==> src/rtl/dsp_seq_pkg.sv <==
// Shared definitions for the DSP microcode sequencer: instruction layout,
// opcodes and the sequencer state encoding.
package dsp_seq_pkg;

  localparam int INSTR_WIDTH = 16;
  localparam int OP_MSB      = 15;
  localparam int OP_LSB      = 13;
  localparam int SEL_LSB     = 0;
  localparam int SEL_WIDTH   = 4;
  localparam int PTR_LSB     = 4;
  localparam int INC_BIT     = 8;
  localparam int SRST_BIT    = 9;

  localparam logic [2:0] OP_NOP        = 3'd0;
  localparam logic [2:0] OP_EXEC       = 3'd1;
  localparam logic [2:0] OP_LOOP_BEGIN = 3'd2;
  localparam logic [2:0] OP_LOOP_END   = 3'd3;
  localparam logic [2:0] OP_WAIT       = 3'd4;
  localparam logic [2:0] OP_END        = 3'd7;

  typedef enum logic [2:0] {
    ST_IDLE,
    ST_FETCH,
    ST_RUN,
    ST_STALL,
    ST_BUBBLE
  } state_e;

endpackage

==> src/rtl/dsp_sequencer_if.sv <==
// Bundle of the sequencer's run control, program-memory port and
// address-generator command outputs.
interface dsp_sequencer_if #(
  parameter int PC_WIDTH     = 6,
  parameter int OFFSET_WIDTH = 4
);
  logic                               start;
  logic                               busy;
  logic                               done;
  logic                               err;
  logic [PC_WIDTH-1:0]                prog_addr;
  logic [dsp_seq_pkg::INSTR_WIDTH-1:0] prog_data;
  logic [3:0]                         addr_sel;
  logic [OFFSET_WIDTH-1:0]            addr_ptr;
  logic                               series_inc;
  logic                               series_rst;
  logic                               addr_valid;

  modport master (
    input  start, prog_data,
    output busy, done, err, prog_addr, addr_sel, addr_ptr,
           series_inc, series_rst, addr_valid
  );

  modport slave (
    output start, prog_data,
    input  busy, done, err, prog_addr, addr_sel, addr_ptr,
           series_inc, series_rst, addr_valid
  );
endinterface

==> src/rtl/pipeline_delay.sv <==
// Fixed-latency delay line. With SHIFT_MEM set the stages carry no reset so
// they can map onto shift-register primitives.
module pipeline_delay #(
  parameter int WIDTH     = 1,
  parameter int CYCLES    = 1,
  parameter int SHIFT_MEM = 0
) (
  input  logic             clk,
  input  logic             rst,
  input  logic [WIDTH-1:0] din,
  output logic [WIDTH-1:0] dout
);
  logic [WIDTH-1:0] stage_q [CYCLES];

  always_ff @(posedge clk) begin
    if (rst && (SHIFT_MEM == 0)) begin
      for (int i = 0; i < CYCLES; i++) stage_q[i] <= '0;
    end else begin
      stage_q[0] <= din;
      for (int i = 1; i < CYCLES; i++) stage_q[i] <= stage_q[i-1];
    end
  end

  assign dout = stage_q[CYCLES-1];
endmodule

==> src/rtl/dsp_sequencer.sv <==
// Microcode sequencer driving the DSP address generator from a program held
// in synchronous memory; one counted loop level, waits and END termination.
//   state     | meaning
//   ST_IDLE   | waiting for start; outputs zero
//   ST_FETCH  | first program word in flight
//   ST_RUN    | decoding prog_data, one instruction per cycle
//   ST_STALL  | WAIT countdown, fetch address held
//   ST_BUBBLE | discarding the word fetched behind a taken LOOP_END
module dsp_sequencer
  import dsp_seq_pkg::*;
#(
  parameter int PC_WIDTH     = 6,
  parameter int OFFSET_WIDTH = 4,
  parameter int LOOP_WIDTH   = 8,
  parameter int ADDR_LAT     = 3
) (
  input logic             clk,
  input logic             rst,
  dsp_sequencer_if.master bus
);
  localparam logic [PC_WIDTH-1:0] PC_LAST = '1;

  state_e                  state_q, state_d;
  logic [PC_WIDTH-1:0]     prog_addr_q, prog_addr_d, ir_pc_q;
  logic [PC_WIDTH-1:0]     loop_start_q, loop_start_d;
  logic                    loop_active_q, loop_active_d;
  logic [LOOP_WIDTH-1:0]   loop_cnt_q, loop_cnt_d, wait_cnt_q, wait_cnt_d;
  logic                    end_pend_q, end_pend_d, err_pend_q, err_pend_d;
  logic                    busy_q, busy_d, done_q, err_q;
  logic [SEL_WIDTH-1:0]    sel_q, sel_d;
  logic [OFFSET_WIDTH-1:0] ptr_q, ptr_d;
  logic                    inc_q, inc_d, srst_q, srst_d, exec_q, exec_d;

  logic [2:0]            opcode;
  logic [LOOP_WIDTH-1:0] arg;
  logic                  unused_bits;

  assign opcode      = bus.prog_data[OP_MSB:OP_LSB];
  assign arg         = bus.prog_data[LOOP_WIDTH-1:0];
  assign unused_bits = ^bus.prog_data[12:10];

  always_comb begin
    state_d       = state_q;
    prog_addr_d   = prog_addr_q;
    loop_start_d  = loop_start_q;
    loop_active_d = loop_active_q;
    loop_cnt_d    = loop_cnt_q;
    wait_cnt_d    = wait_cnt_q;
    end_pend_d    = 1'b0;
    err_pend_d    = 1'b0;
    sel_d         = '0;
    ptr_d         = '0;
    inc_d         = 1'b0;
    srst_d        = 1'b0;
    exec_d        = 1'b0;
    unique case (state_q)
      ST_IDLE: begin
        // termination is still being reported this cycle; start waits for it
        if (bus.start && !end_pend_q && !err_pend_q) begin
          state_d       = ST_FETCH;
          prog_addr_d   = '0;
          loop_active_d = 1'b0;
          loop_cnt_d    = '0;
          wait_cnt_d    = '0;
        end
      end
      ST_FETCH, ST_BUBBLE: begin
        state_d     = ST_RUN;
        prog_addr_d = prog_addr_q + 1'b1;
      end
      ST_STALL: begin
        if (wait_cnt_q == LOOP_WIDTH'(1)) begin
          state_d     = ST_RUN;
          prog_addr_d = prog_addr_q + 1'b1;
          wait_cnt_d  = '0;
        end else begin
          wait_cnt_d = wait_cnt_q - 1'b1;
        end
      end
      ST_RUN: begin
        prog_addr_d = prog_addr_q + 1'b1;
        if (ir_pc_q == PC_LAST && opcode != OP_END) begin
          err_pend_d = 1'b1;
        end else begin
          case (opcode)
            OP_NOP: ;
            OP_EXEC: begin
              sel_d  = bus.prog_data[SEL_LSB +: SEL_WIDTH];
              ptr_d  = bus.prog_data[PTR_LSB +: OFFSET_WIDTH];
              inc_d  = bus.prog_data[INC_BIT];
              srst_d = bus.prog_data[SRST_BIT];
              exec_d = 1'b1;
            end
            OP_LOOP_BEGIN: begin
              if (loop_active_q) begin
                err_pend_d = 1'b1;
              end else begin
                loop_active_d = 1'b1;
                loop_cnt_d    = (arg == '0) ? LOOP_WIDTH'(1) : arg;
                loop_start_d  = ir_pc_q + 1'b1;
              end
            end
            OP_LOOP_END: begin
              if (!loop_active_q) begin
                err_pend_d = 1'b1;
              end else if (loop_cnt_q > LOOP_WIDTH'(1)) begin
                loop_cnt_d  = loop_cnt_q - 1'b1;
                prog_addr_d = loop_start_q;
                state_d     = ST_BUBBLE;
              end else begin
                loop_active_d = 1'b0;
                loop_cnt_d    = '0;
              end
            end
            OP_WAIT: begin
              // the WAIT cycle itself is the first idle cycle
              if (arg > LOOP_WIDTH'(1)) begin
                wait_cnt_d  = arg - 1'b1;
                prog_addr_d = prog_addr_q;
                state_d     = ST_STALL;
              end
            end
            OP_END:  end_pend_d = 1'b1;
            default: err_pend_d = 1'b1;
          endcase
        end
        if (end_pend_d || err_pend_d) begin
          state_d       = ST_IDLE;
          prog_addr_d   = '0;
          loop_active_d = 1'b0;
          loop_cnt_d    = '0;
          wait_cnt_d    = '0;
        end
      end
      default: state_d = ST_IDLE;
    endcase
    busy_d = (state_d != ST_IDLE) || end_pend_d || err_pend_d;
  end

  always_ff @(posedge clk) begin
    if (rst) begin
      state_q       <= ST_IDLE;
      prog_addr_q   <= '0;
      ir_pc_q       <= '0;
      loop_start_q  <= '0;
      loop_active_q <= 1'b0;
      loop_cnt_q    <= '0;
      wait_cnt_q    <= '0;
      end_pend_q    <= 1'b0;
      err_pend_q    <= 1'b0;
      busy_q        <= 1'b0;
      done_q        <= 1'b0;
      err_q         <= 1'b0;
      sel_q         <= '0;
      ptr_q         <= '0;
      inc_q         <= 1'b0;
      srst_q        <= 1'b0;
      exec_q        <= 1'b0;
    end else begin
      state_q       <= state_d;
      prog_addr_q   <= prog_addr_d;
      ir_pc_q       <= prog_addr_q;
      loop_start_q  <= loop_start_d;
      loop_active_q <= loop_active_d;
      loop_cnt_q    <= loop_cnt_d;
      wait_cnt_q    <= wait_cnt_d;
      end_pend_q    <= end_pend_d;
      err_pend_q    <= err_pend_d;
      busy_q        <= busy_d;
      done_q        <= end_pend_q;
      err_q         <= err_pend_q;
      sel_q         <= sel_d;
      ptr_q         <= ptr_d;
      inc_q         <= inc_d;
      srst_q        <= srst_d;
      exec_q        <= exec_d;
    end
  end

  assign bus.busy       = busy_q;
  assign bus.done       = done_q;
  assign bus.err        = err_q;
  assign bus.prog_addr  = prog_addr_q;
  assign bus.addr_sel   = sel_q;
  assign bus.addr_ptr   = ptr_q;
  assign bus.series_inc = inc_q;
  assign bus.series_rst = srst_q;

  pipeline_delay #(
    .WIDTH    (1),
    .CYCLES   (ADDR_LAT),
    .SHIFT_MEM(0)
  ) u_valid_dly (
    .clk (clk),
    .rst (rst),
    .din (exec_q),
    .dout(bus.addr_valid)
  );
endmodule
==> src/flat_wrapper.sv <==
// flat-port wrapper written by rule: the top's interface ports become plain ports
module dsp_sequencer_flat import dsp_seq_pkg::*;
#(
  parameter int PC_WIDTH     = 6,
  parameter int OFFSET_WIDTH = 4,
  parameter int LOOP_WIDTH   = 8,
  parameter int ADDR_LAT     = 3
)
  (clk, rst, bus_start, bus_prog_data, bus_busy, bus_done, bus_err, bus_prog_addr, bus_addr_sel, bus_addr_ptr, bus_series_inc, bus_series_rst, bus_addr_valid);
  dsp_sequencer_if #(.PC_WIDTH(PC_WIDTH), .OFFSET_WIDTH(OFFSET_WIDTH)) bus_i ();
  input logic clk;
  input logic rst;
  input wire logic [$bits(bus_i.start)-1:0] bus_start;
  input wire logic [$bits(bus_i.prog_data)-1:0] bus_prog_data;
  output wire logic [$bits(bus_i.busy)-1:0] bus_busy;
  output wire logic [$bits(bus_i.done)-1:0] bus_done;
  output wire logic [$bits(bus_i.err)-1:0] bus_err;
  output wire logic [$bits(bus_i.prog_addr)-1:0] bus_prog_addr;
  output wire logic [$bits(bus_i.addr_sel)-1:0] bus_addr_sel;
  output wire logic [$bits(bus_i.addr_ptr)-1:0] bus_addr_ptr;
  output wire logic [$bits(bus_i.series_inc)-1:0] bus_series_inc;
  output wire logic [$bits(bus_i.series_rst)-1:0] bus_series_rst;
  output wire logic [$bits(bus_i.addr_valid)-1:0] bus_addr_valid;
  assign bus_i.start = bus_start;
  assign bus_i.prog_data = bus_prog_data;
  assign bus_busy = bus_i.busy;
  assign bus_done = bus_i.done;
  assign bus_err = bus_i.err;
  assign bus_prog_addr = bus_i.prog_addr;
  assign bus_addr_sel = bus_i.addr_sel;
  assign bus_addr_ptr = bus_i.addr_ptr;
  assign bus_series_inc = bus_i.series_inc;
  assign bus_series_rst = bus_i.series_rst;
  assign bus_addr_valid = bus_i.addr_valid;
  dsp_sequencer #(.PC_WIDTH(PC_WIDTH), .OFFSET_WIDTH(OFFSET_WIDTH), .LOOP_WIDTH(LOOP_WIDTH), .ADDR_LAT(ADDR_LAT)) u_core (.clk(clk), .rst(rst), .bus(bus_i));
endmodule
==> config.mk <==
export PLATFORM = sky130hd
export DESIGN_NAME = dsp_sequencer_flat
export DESIGN_NICKNAME = d
export VERILOG_FILES = /design/src/rtl/dsp_seq_pkg.sv /design/src/rtl/dsp_sequencer_if.sv /design/src/rtl/pipeline_delay.sv /design/src/rtl/dsp_sequencer.sv /design/src/flat_wrapper.sv
export SDC_FILE = /design/constraint.sdc
export NUM_CORES = 1
export LEC_CHECK = 0
export ABC_CLOCK_PERIOD_IN_PS = 2900
export BUFFER_PORTS_ARGS = -buffer_cell sky130_fd_sc_hd__buf_2
export CORE_ASPECT_RATIO = 0.9
export CORE_MARGIN = 2
export CORE_UTILIZATION = 57
export CTS_CLUSTER_DIAMETER = 200
export DETAILED_ROUTE_END_ITERATION = 10
export GPL_ROUTABILITY_DRIVEN = 0
export HOLD_SLACK_MARGIN = 0.05
export PLACE_DENSITY = 0.79
export SLEW_MARGIN = 20
export SYNTH_ARGS = -nofsm -noshare
export SYNTH_HDL_FRONTEND = slang
export SYNTH_SLANG_ARGS = --single-unit
export TNS_END_PERCENT = 20
==> constraint.sdc <==
create_clock -name clk -period 2.9 [get_ports clk]
set_clock_uncertainty 0.05 [all_clocks]
set_input_delay 0.58 -clock clk [delete_from_list [all_inputs] [get_ports clk]]
set_output_delay 0.58 -clock clk [all_outputs]
set_load 0.005 [all_outputs]
-- Yosys cells after proc, flatten, opt, wreduce, memory -nomap -nowiden
Memory sizes are Yosys's and may differ from the RTL's.
Cells that the tools add are included.
- register bits after elaboration: 54
- memory bits (writable): 3
- logic and storage cells: 134
- memories kept: 1
- add/sub/neg operators: 5
- magnitude comparators: 2
- eq/ne operators: 21
- mux-type cells: 57
- bitwise operators: 7
- reduce and logical (&&, ||, !) cells: 24
- memory list (memory ; depth ; width ; read ports ; clocked after Yosys merged registers in ; wr ports ; line ; RTL):
    u_core.u_valid_dly.stage_q ; 3 ; 1 ; 3 ; 0 ; 3 ; pipeline_delay.sv:13 ; logic [WIDTH-1:0] stage_q [CYCLES];
- operators with widths (cell ; count):
    $mux 8 ; 12
    $mux 6 ; 7
    $pmux 8 s2 ; 2
    $pmux 6 s4 ; 1
    $pmux 8 s3 ; 1
    $sub 8x1->8 const B ; 3
    $mux 1 ; 21
    $mux 3 ; 7
    $gt 8x1->1 const B ; 2
    $add 6x1->6 const B ; 2
    $eq 3x2->1 const B ; 4
    $pmux 3 s4 ; 1
    $pmux 6 s2 ; 1
    $reduce_and 4->1 ; 3
    $eq 3x3->1 const B ; 3
    $eq 8x1->1 const B ; 1
    $logic_not 8->1 ; 1
    $reduce_or 4->1 ; 2
    $eq 3x1->1 const B ; 2
    $eq 6x6->1 const B ; 1
    $logic_not 3->1 ; 2
    $ne 3x3->1 const B ; 2
    $pmux 3 s2 ; 1
    $reduce_and 6->1 ; 1
    other kinds (20) ; 33

-- Longest topological paths before layout
- depth after elaboration: 11
- gate-level depth with buffers: 9
- gate-level depth less buffers: 8

-- Cells and area by module
From an unflattened synthesis, not the netlist that was laid out.
- cell total of the unflattened synthesis: 345
- area total of the unflattened synthesis: 2957.8 um^2
- by module, submodules not included (module ; times used ; cells an instance ; area an instance (um^2) ; sequential area each (um^2)):
    dsp_sequencer ; 1 ; 339 ; 2879.0 ; 1081.0
    pipeline_delay ; 1 ; 6 ; 78.8 ; 60.1

-- Worst setup path before layout
OpenSTA, ideal clock, no wires.
- path type: input-to-reg
- start: in bus_prog_data[1]
- end: reg u_core.wait_cnt_q[2]
- arrival time: 2.322 ns
- data required time: 2.733 ns
- setup slack: 0.410 ns
- stages on the path: 7
- path buffers: 0
- cell sequence: inv_1 ha_1 or2_2 a2111oi_4 nand4bb_1 o2111ai_1 a32o_1
- word-level cells in the longest chain between the ends: 6
- elaborated cells between the ends (all ways): 9
- those cells by class: add/sub: 1; order compare: 1; eq/ne: 1; mux: 5; reduce/logical: 1
- RTL lines (what ; line ; RTL):
    start, declared ; flat_wrapper.sv:14 ; input wire logic [$bits(bus_i.prog_data)-1:0] bus_prog_data;
    $sub 8x1->8 ; dsp_sequencer.sv:118 ; wait_cnt_d = arg - 1'b1;
    $mux 8 ; dsp_sequencer.sv:117 ; if (arg > LOOP_WIDTH'(1)) begin
    $mux 8 ; dsp_sequencer.sv:85 ; case (opcode)
    $mux 8 ; dsp_sequencer.sv:82 ; if (ir_pc_q == PC_LAST && opcode != OP_END) begin
    $mux 8 ; dsp_sequencer.sv:127 ; if (end_pend_d || err_pend_d) begin
    $pmux 8 s3 ; dsp_sequencer.sv:56 ; unique case (state_q)
    end signal, assigned ; dsp_sequencer.sv:166 ; wait_cnt_q <= wait_cnt_d;
    end, declared ; dsp_sequencer.sv:27 ; logic [LOOP_WIDTH-1:0] loop_cnt_q, loop_cnt_d, wait_cnt_q, wait_cnt_d;
Parallel ways exist; a longest one is shown, timed or not. The select of a mux whose other input is x is not followed.
A chain may end at the register's enable or synchronous reset.

-- Final worst setup path
- start: reg u_core.wait_cnt_q[0]
- end: reg u_core.prog_addr_q[0], in the netlist u_core.bus.prog_addr[0]
- word-level cells in the longest chain between the ends: 3
- RTL lines (what ; line ; RTL):
    $eq 8x1->1 ; dsp_sequencer.sv:72 ; if (wait_cnt_q == LOOP_WIDTH'(1)) begin
    $ne 2x1->1 (no line) ; -- ;
    $reduce_and 4->1 (no line) ; -- ;
    end signal, assigned ; dsp_sequencer.sv:161 ; prog_addr_q <= prog_addr_d;
    end, declared ; dsp_sequencer.sv:24 ; logic [PC_WIDTH-1:0] prog_addr_q, prog_addr_d, ir_pc_q;
Every way passes these cells.

==> summary.md <==
| Metric | Value |
|---|---|
| Fin nets | 420 |
| # setup viols final | 0 |
| CTS Root Cell | clkbuf_8 |
| Comb pwr share | 10.8% |
| Slew HR | between 50% and 60% |
| Clock Latency Late Sink | 340 ps |
| # resized after CTS | 0 |
| Number of buffers created by CTS | 9 |
| Sw power | 447 uW |
| Crit end category | flip-flop |
| RSZ-0062 raised after global routing | no |
| Period utilisation layout | a little under nine tenths |
| CTS tree | done |
| Cell variety after synth | 65 |
| Number of synthesized register bits | 57 |
| Most frequent cell after synthesis | dfxtp_1 |
| Die Span X | roughly 80 um |
| Final Core Density | between 60% and 70% |
| Antenna violations before repair | 0 |
| FILL cells | approximately 420 |
| Tmin final | ~2500 ps |
| Sw Ratio | ~26% |
| Total Power | roughly 1700 uW |
| Vias | between 2000 and 3000 |
| Dpl ws | between 80 and 90 ps |
| Maximum clock path buffer count | 2 |
| Clock transition at path regs | around 70 ps |
| Post-cts hold buffer count | 0 |
| H-tree Lvls | 3 |
| Register area share after synthesis | between 30% and 40% |
| Main synth FF type | dfxtp_1 |
| Area grow syn2layout | 15.7% |
| Slew @ Worst Pin | ~660 ps |
| Hold Path Sink | u_core.bus.series_rst$_SDFF_PP0_ |
| Outcome | finished clean |
| Number of antenna repair diodes | 0 |
| Layout cells sized above 1 | 18.6% |
| GRT Residual Overflow | 0 |
| Io pins | 39 |
| Min-delay src | bus_prog_data[9] |
| Starting Density | between 60 and 70% |
| CP arrival | 2690 ps |
| WL per Instance | approximately 15 um |
| Synth top area cells | dfxtp_1, nand2_1, nor2_1, xnor2_1, ha_1 |
| Vias in the first global route | around 2500 |
| Setup Crit Path Kind | flip-flop to flip-flop |
| Pwr per Cell Area | a little over 500 nW/um^2 |
| Max Cap Viol | 0 |
| Clk sinks | 57 |
| Vias per cell | roughly 5.9 |
| Synth top area share | between 30% and 40% |
| CP Data Required Time | just over 3000 ps |
| Largest net degree at the start of global routing | 27 |
| First-pass iteration count of the detailed router | 5 |
| WHS Path Cells | 2 |
| Type of origin of the critical path | flip-flop |
| Final setup TNS | 0 ps |
| Post-route ant nets | 0 |
| Seq pwr share | 46.5% |
| DP HPWL | ~5100 um |
| Min-Delay Path Class | primary input to flip-flop |
| Yosys warnings | 0 |
| WL final | roughly 7000 um |
| Die H | ~72 um |
| Row cnt | 24 |
| Post-synth ARST share | 0% |
| Core Region | between 4000 and 5000 um^2 |
| DRC viols | 0 |
| R2r worst-path depth | 6 |
| Die area | a little under 6000 um^2 |
| GRT Total Usage | between 20% and 30% |
| Final Hold Viols | 0 |
| Fmax | between 0.3 and 0.4 GHz |
| Max Slew Vio Count | 0 |
| EDFF count, synth | 0 |
| R2R Path End | u_core.bus.prog_addr[0]$_SDFFE_PP0P_ |
| Clock power share | 42.8% |
| Worst Path Max Fanout | 6 |
| Initial DRC count | 205 |
| Avg Inst Size Synth | 8.43 um^2 |
| RR Startpoint | u_core.wait_cnt_q[0]$_SDFFE_PP0P_ |
| Cells after Synth | ~350 |
| Non-filler cells, final | around 460 |
| Synth area leader | dfxtp_1 |
| Mapped cell area | slightly below 3000 um^2 |
| Setup WS post-layout | approximately 400 ps |
| Internal Pwr Total | roughly 1300 uW |
| Synth Net Count | around 380 |
| Post-synth top cells | dfxtp_1, nand2_1, nor2_1 |
| Inst Count DP | between 400 and 500 |
| R2R Setup Slk | between 300 and 400 ps |
| LEAKAGE | around 0.0014 uW |
| First-pass GRT wire length | ~12000 um |
| Max rail drop VDD | approximately 0.43 mV |
| Setup bufs post-CTS | 0 |
| IO Port Bufs | 35 |
registers in the layout, summed over array words and instances (netlist names), 3 cells and up:
signal / count
u_core.bus.addr_ptr: 4
u_core.bus.addr_sel: 4
u_core.bus.prog_addr: 6
u_core.ir_pc_q: 6
u_core.loop_cnt_q: 8
u_core.loop_start_q: 6
u_core.state_q: 3
u_core.u_valid_dly.stage_q: 3
u_core.wait_cnt_q: 8
critical path, stage by stage, from the launching register on:
cell and delay (ps):
dfxtp_1 440, ha_1 170, or4b_1 470, nor4_1 380
nor3_1 120, a311o_1 390, a221o_1 370
per-layer routing:
metal | vias up | share of wire [%] | GRT usage (%)
met5 | - | 0 | 0
met4 | 0 | 1.5 | 9.60
met3 | 11 | 7.3 | 9.08
met2 | 108 | 44 | 38.0
met1 | 1261 | 47 | 37.8
li1 | 1351 | - | -
stage by stage:
stage	instance area [um^2]	hold slack, ps
CTS	3420	377
finish	3430	387
detailed placement	3220	376
global placement	3220	374
global route	3430	392
floorplan	2960	364
worst max path at each step:
stage	start	slack (ps)	cells after the start	end
3_3_place_gp	bus_prog_data[5]	150	8	u_core.bus.prog_addr[5]$_SDFFE_PP0P_
5_1_grt	u_core.wait_cnt_q[0]$_SDFFE_PP0P_	160	7	u_core.bus.prog_addr[4]$_SDFFE_PP0P_
3_5_place_dp	bus_prog_data[5]	80	8	u_core.bus.prog_addr[5]$_SDFFE_PP0P_
4_1_cts	u_core.wait_cnt_q[0]$_SDFFE_PP0P_	260	7	u_core.bus.prog_addr[5]$_SDFFE_PP0P_
6_report	u_core.wait_cnt_q[0]$_SDFFE_PP0P_	400	6	u_core.bus.prog_addr[0]$_SDFFE_PP0P_
2_1_floorplan	bus_prog_data[1]	410	7	u_core.wait_cnt_q[2]$_SDFFE_PP0P_
power by group through the flow:
stage	Sequential, uW	Combinational, uW	Clock (uW)
6_report	804	186	739
5_1_grt	805	207	790
4_1_cts	803	183	751
2_1_floorplan	817	129	0
3_3_place_gp	820	179	0
3_5_place_dp	821	182	0
logic make-up after synthesis:
group                      share of synthesized area, %
muxes                                             0.718
DFF                                                38.5
AOI/OAI and AO/OA                                  21.1
and+or+nand+nor                                    26.2
adders and majority gates                          3.80
xor gates and xnor gates                           5.03
buffers and inverters                              4.65
cells in the final DEF (no fill, tap or decap), types with 3 or more instances in the layout:
cell type / synthesis / final
nor4_1: 7 / 6
inv_1: 14 / 14
a32o_1: 6 / 6
nor2b_1: 10 / 10
buf_4: 2 / 9
and2_1: 12 / 12
xnor2_1: 14 / 14
nor3_1: 11 / 11
nor2_1: 35 / 35
nand2_1: 37 / 37
clkbuf_8: 0 / 10
ha_1: 9 / 9
a21boi_0: 3 / 3
o22ai_1: 8 / 8
a21oi_1: 20 / 20
o21ai_0: 8 / 8
o2111ai_1: 3 / 3
nand3_1: 16 / 16
a211oi_1: 5 / 5
a22oi_1: 4 / 4
dfxtp_1: 57 / 57
buf_2: 0 / 35
xor2_1: 3 / 3
o211ai_1: 5 / 5
a22o_1: 3 / 3
area by class of cell:
cell class                      count  area [um^2]  area share, %
Clock buffer                       11          141           4.13
Clock inverter                      5         55.1           1.61
Inverter                           15         56.3           1.64
Multi-Input combinational cell    264         1690           49.3
Sequential cell                    57         1140           33.3
Tap cell                           65         81.3           2.37
Timing Repair Buffer               45          263           7.67
Power figures use the tool's default switching activity.
